<file path="src/rtl/tree_arb_requester.sv">
// Requester side of the switch-allocation tree arbiter: per-channel pending/credit tracking, request generation,
// grant consumption and protocol checking; transfer strobe is registered (1 cycle after fire); upstream stalls on pending_full.
module tree_arb_requester #(
    parameter int size       = 20,
    parameter int groupsize  = 4,
    parameter int cnt_w      = 3,
    parameter int credit_max = 4,
    parameter int credit_w   = 3,
    localparam int idx_w     = $clog2(size),
    localparam int n_grp     = size / groupsize
) (
    input  logic             clk,
    input  logic             rst_n,
    input  logic [size-1:0]  enq,
    input  logic [size-1:0]  credit_in,
    input  logic [size-1:0]  grant,
    input  logic             success,
    output logic [size-1:0]  request,
    output logic [n_grp-1:0] group_req,
    output logic [size-1:0]  pending_full,
    output logic             xfer_valid,
    output logic [idx_w-1:0] xfer_idx,
    output logic             error
);

    localparam logic [cnt_w-1:0]    pend_max = '1;
    localparam logic [credit_w-1:0] cred_rst = credit_w'(credit_max);

    logic [size-1:0][cnt_w-1:0]    pending_q, pending_d;
    logic [size-1:0][credit_w-1:0] credit_q, credit_d;
    logic [size-1:0]               fire;
    logic [size-1:0]               pend_ovf;
    logic [size-1:0]               cred_ovf;
    logic                          grant_multi;
    logic                          grant_onehot;
    logic                          grant_unreq;
    logic                          proto_err;
    logic [idx_w-1:0]              fire_idx;

    // Grant checks look only at grant and the registered request, so no loop exists through the arbiter.
    assign grant_multi  = (grant & (grant - size'(1))) != '0;
    assign grant_onehot = (grant != '0) && !grant_multi;
    assign grant_unreq  = |(grant & ~request);
    assign proto_err    = success && (grant_multi || grant_unreq);
    assign fire         = grant & request & {size{success && grant_onehot}};

    for (genvar i = 0; i < size; i++) begin : g_chan
        assign request[i]      = (pending_q[i] != '0) && (credit_q[i] != '0);
        assign pending_full[i] = (pending_q[i] == pend_max);
        assign pend_ovf[i]     = enq[i] && !fire[i] && (pending_q[i] == pend_max);
        assign cred_ovf[i]     = credit_in[i] && !fire[i] && (credit_q[i] == cred_rst);
        assign pending_d[i]    = pend_ovf[i] ? pending_q[i]
                               : pending_q[i] + cnt_w'(enq[i]) - cnt_w'(fire[i]);
        assign credit_d[i]     = cred_ovf[i] ? credit_q[i]
                               : credit_q[i] + credit_w'(credit_in[i]) - credit_w'(fire[i]);
    end

    for (genvar g = 0; g < n_grp; g++) begin : g_grp
        assign group_req[g] = |request[g*groupsize +: groupsize];
    end

    // fire is at most one-hot, so OR-ing indices is a valid binary encoder.
    always_comb begin
        fire_idx = '0;
        for (int i = 0; i < size; i++) begin
            if (fire[i]) begin
                fire_idx = fire_idx | idx_w'(i);
            end
        end
    end

    always_ff @(posedge clk) begin
        if (!rst_n) begin
            pending_q  <= '0;
            credit_q   <= {size{cred_rst}};
            xfer_valid <= 1'b0;
            xfer_idx   <= '0;
            error      <= 1'b0;
        end else begin
            pending_q  <= pending_d;
            credit_q   <= credit_d;
            xfer_valid <= |fire;
            if (|fire) begin
                xfer_idx <= fire_idx;
            end
            if (proto_err || (|pend_ovf) || (|cred_ovf)) begin
                error <= 1'b1;
            end
        end
    end

endmodule

</file>
<file path="config.mk">
export PLATFORM = sky130hd
export DESIGN_NAME = tree_arb_requester
export DESIGN_NICKNAME = d
export VERILOG_FILES = /design/src/rtl/tree_arb_requester.sv
export SDC_FILE = /design/constraint.sdc
export NUM_CORES = 1
export LEC_CHECK = 0
export BUFFER_PORTS_ARGS = -buffer_cell sky130_fd_sc_hd__clkbuf_2
export CELL_PAD_IN_SITES_DETAIL_PLACEMENT = 0
export CELL_PAD_IN_SITES_GLOBAL_PLACEMENT = 1
export CORE_ASPECT_RATIO = 1.4
export CORE_MARGIN = 4
export CORE_UTILIZATION = 44
export CTS_CLUSTER_DIAMETER = 120
export DETAILED_ROUTE_END_ITERATION = 16
export GPL_ROUTABILITY_DRIVEN = 0
export PLACE_DENSITY_LB_ADDON = 0.2
export SLEW_MARGIN = 15
export SYNTH_ARGS = -nofsm -noshare
export SYNTH_HDL_FRONTEND = slang
export SYNTH_SLANG_ARGS = --single-unit
</file>
<file path="constraint.sdc">
create_clock -name clk -period 4.2 [get_ports clk]
set_input_delay 0.42 -clock clk [delete_from_list [all_inputs] [get_ports clk]]
set_output_delay 0.42 -clock clk [all_outputs]
set_load 0.01 [all_outputs]
</file>
==> run_results.csv <==
group,metric,value,unit
placed_design,post-dp-hpwl,20600,um
placed_design,dpl_worst_slack,0.299,ns
power,irDropWorstVdd,284,uV
final_layout,stdcell_area,10500,um2
sta,holdWs,0.344,ns
worst_setup_path,crit_buf_inv,2,
logic_synthesis,yosysWarnings,0,
clock_network,numCtsBuffers,17,
worst_hold_path,hold_path_class,"primary input to flip-flop",
grt,global_route.usage.met2,40.5,%
floorplanning,die_height,176,um
sta,final.setup.worst_slack,0.679,ns
worst_setup_path,worst-endpoint-arrival,3.88,ns
sta,finalCritPeriodShare,83.8,%
worst_setup_path,timing.critical_path.slowest_stage_cell,"sky130_fd_sc_hd__nor4_2",
sta,fmaxAchievable,0.284,GHz
worst_setup_path,critPathRequiredTime,4.56,ns
logic_synthesis,yosysTopAreaCell,"sky130_fd_sc_hd__dfxtp_1",
power,power_density,387,nW/um2
final_layout,drive_above_1_share,15.7,%
floorplanning,chipWidth,128,um
grt,grt_antenna_before_repair,1,
grt,vias_in_the_first_global_route,7765,
clock_network,ctsRootBufferMaster,"sky130_fd_sc_hd__clkbuf_16",
drt,detail_route.first_pass.iterations,5,
floorplanning,start_util,44.6,%
sta,slew_violations,0,
grt,grt.met3_usage,4.50,%
logic_synthesis,synthArstFlopShare,0,%
worst_setup_path,crit_type,"primary input to flip-flop",
drt,ant_nets,0,
worst_setup_path,timing.critical_path.fanout_max,6,
grt,wire_length_of_the_first_global_routing_pass,40100,um
drt,via_count,7725,
clock_network,tritoncts_num_sinks,127,
clock_network,post_cts_resized,0,
floorplanning,core.rowCount,61,
sta,timing_hold_violations_final,0,
worst_setup_path,cp-end-kind,"flip-flop",
worst_setup_path,reg2reg_setup_slack,1.24,ns
logic_synthesis,netlist_instances,1069,
sta,setup-tns-final,0,ns
final_layout,nets,1388,
final_layout,utilization,52.7,%
clock_network,clkTransAtPathRegs,0.06,ns
clock_network,clkLatencyLatePin,0.42,ns
grt,top_usage_layer,"met2",
logic_synthesis,synth-main-ff-cell,"sky130_fd_sc_hd__dfxtp_1",
grt,total_overflow_reported_by_the_global_router,0,
sta,timing.max_slew.rel_slack,50.3,%
grt,gr-usage-all-layers,23.0,%
sta,finClkSkew,0.00660,ns
power,power_leakage,4.73,nW
grt,grt_util_met1,27.1,%
clock_network,htreeDepth,4,
sta,unrepaired_setup_endpoints_after_global_routing,"no",
sta,report.final.setup_viol,0,
logic_synthesis,seq_area_frac_synth,28.7,%
worst_setup_path,path_cells,"clkbuf_2 -> nor4_2 -> nand2_2 -> nor4_1 -> o311ai_4 -> or2_1 -> nor3_1 -> ha_1 -> inv_1 -> ha_1 -> fa_1 -> xnor2_1 -> xnor2_1 -> nor2_1 -> nor2_1",
logic_synthesis,synth.area.top_cells,"sky130_fd_sc_hd__dfxtp_1 29%, sky130_fd_sc_hd__ha_1 11%, sky130_fd_sc_hd__fa_1 9.0%",
logic_synthesis,ys_types,59,
drt,route.detailed.wl_per_inst,17.1,um
logic_synthesis,post_synth_edffs,0,
clock_network,cts.path.max_buffers,2,
drt,detail_route.vias_per_cell,5.26,
drt,wl,25100,um
placed_design,dpl-instance-area,9800,um2
logic_synthesis,yosys_register_bits,127,
logic_synthesis,syn-mean-instance-area,8.28,um2
floorplanning,core_area,19800,um2
grt,grt_max_degree,34,
drt,drcViolationCount,0,
flow_run,max_cap_viols,0,
placed_design,io_buffer_count,114,
final_layout,fillers,1985,
clock_network,hold_buffers,0,
sta,worst_slew_pin_slew,0.739,ns
worst_setup_path,setup_crit_start_kind,"primary input",
final_layout,syn2layout_area_growth,18.1,%
floorplanning,ios,115,
clock_network,cts.repair_timing.setup_buffer_count,0,
logic_synthesis,fraction_of_post_synthesis_cell_area_in_the_top_cell_type_by_area,28.7,%
worst_setup_path,crit_path_max_incr_delay,0.47,ns
floorplanning,die-area,22500,um2
logic_synthesis,post_synth_instance_area,8850,um2
sta,finalWorstPathRequiredPeriod,3.52,ns
status,result_of_the_run,"finished, final reports clean",
logic_synthesis,postSynthNetCount,1252,
clock_network,cts_tree,"done",
drt,first_iter_violations,381,
worst_setup_path,timing.critical_path.max_delay_family,"simple AND/OR/NAND/NOR gates",
-- where the power goes --
part           internal [mW]  switching (mW)
logic                  0.389           0.617
registers               1.32          0.0935
clock network           1.08           0.554
-- layout by cell type, fill, tap and decap left out, drive strengths merged, types with 3 or more instances in the layout --
master and n:
nand2 67, buf 18, nand3 10, a21oi 20, nor4 21, nor3 53
clkbuf 134, o22ai 11, nor2 186, and2 39, ha 80, a31oi 4
or4 5, and3 30, xor2 12, xnor2 68, o21ai 24, clkinv 3
bufinv 5, dfxtp 127, inv 173, nor3b 11, o21a 5, fa 40
a41oi 3, a2111oi 3, nand4 21, clkinvlp 3, nor4b 3, o41ai 3
o2111ai 13
-- sequential cells by signal (all words and copies together) (netlist names) --
| register | flops |
|---|---|
| credit_q | 60 |
| error | 1 |
| pending_q | 60 |
| xfer_idx | 5 |
| xfer_valid | 1 |
-- synth_stat cells (3+ instances only) --
library cell and instances:
sky130_fd_sc_hd__o22ai_1 11, sky130_fd_sc_hd__fa_1 40, sky130_fd_sc_hd__nand3_1 10, sky130_fd_sc_hd__o21ai_0 24, sky130_fd_sc_hd__a31oi_1 4, sky130_fd_sc_hd__nor4_4 4
sky130_fd_sc_hd__nor3b_1 10, sky130_fd_sc_hd__xor2_1 12, sky130_fd_sc_hd__o41ai_1 3, sky130_fd_sc_hd__nand2_1 66, sky130_fd_sc_hd__nor4_2 7, sky130_fd_sc_hd__dfxtp_1 127
sky130_fd_sc_hd__a21oi_2 3, sky130_fd_sc_hd__and2_1 39, sky130_fd_sc_hd__a41oi_1 3, sky130_fd_sc_hd__and3_1 30, sky130_fd_sc_hd__o2111ai_1 13, sky130_fd_sc_hd__o21a_1 5
sky130_fd_sc_hd__ha_1 80, sky130_fd_sc_hd__nor3_1 51, sky130_fd_sc_hd__or4_1 5, sky130_fd_sc_hd__xnor2_1 68, sky130_fd_sc_hd__nor4_1 10, sky130_fd_sc_hd__nor2_1 184
sky130_fd_sc_hd__nand4_1 21, sky130_fd_sc_hd__inv_1 172, sky130_fd_sc_hd__a21oi_1 17, sky130_fd_sc_hd__clkbuf_1 8
-- through the flow --
stage | std cells | total power [mW]
2_1_floorplan | 1069 | 2.07
4_1_cts | 1469 | 4.09
6_report | 1470 | 4.05
5_1_grt | 1470 | 4.28
3_5_place_dp | 1438 | 2.44
3_3_place_gp | 1438 | 2.43
-- layout make-up --
type                            count  area [um2]  area share, %
Inverter                          173         649           6.21
Clock inverter                     11         188           1.80
Sequential cell                   127        2540           24.3
Timing Repair Buffer              132         718           6.87
Antenna cell                        1        2.50         0.0239
Tap cell                          252         315           3.02
Clock buffer                       20         457           4.37
Multi-Input combinational cell    754        5580           53.4
-- worst reg2reg max path, stage by stage (launching register included) --
cell and delay, ns:
sky130_fd_sc_hd__dfxtp_1 0.41, sky130_fd_sc_hd__nor3_1 0.08, sky130_fd_sc_hd__nor2_1 0.48, sky130_fd_sc_hd__nand2_1 0.24
sky130_fd_sc_hd__nor4_2 0.40, sky130_fd_sc_hd__ha_1 0.19, sky130_fd_sc_hd__inv_1 0.04, sky130_fd_sc_hd__ha_1 0.19
sky130_fd_sc_hd__fa_1 0.38, sky130_fd_sc_hd__xor2_1 0.16, sky130_fd_sc_hd__xnor2_1 0.12, sky130_fd_sc_hd__nor2_1 0.08
sky130_fd_sc_hd__nor2_1 0.04
-- metal layers --
layer | up-vias | share of wire (%)
met4 | 0 | 3.2
met1 | 3671 | 41
met2 | 205 | 50
met3 | 50 | 5.2
met5 | - | 0
li1 | 3799 | -
-- path summary, 6_finish.rpt --
path | end | start | cells past startpoint
worst min register to register | xfer_idx[0] | xfer_idx[0] | 2
worst max register to register | pending_q[11] | credit_q[11] | 12
worst max-delay path | pending_q[44] | grant[3] | 15
worst min-delay path | pending_q[51] | enq[17] | 4
-- kinds of logic (layout without fill, tap and decap cells) --
kind of cell    Yosys count  after routing  share of synthesized area [%]
simple gates            459            459                           26.9
other cells               0              1                              0
flops                   127            127                           28.7
buf+inv                 188            336                           8.26
fa+ha+maj               121            121                           20.5
compound gates           94             94                           7.75
xor+xnor                 80             80                           7.92
No activity file was read; power rests on OpenSTA's default activity.
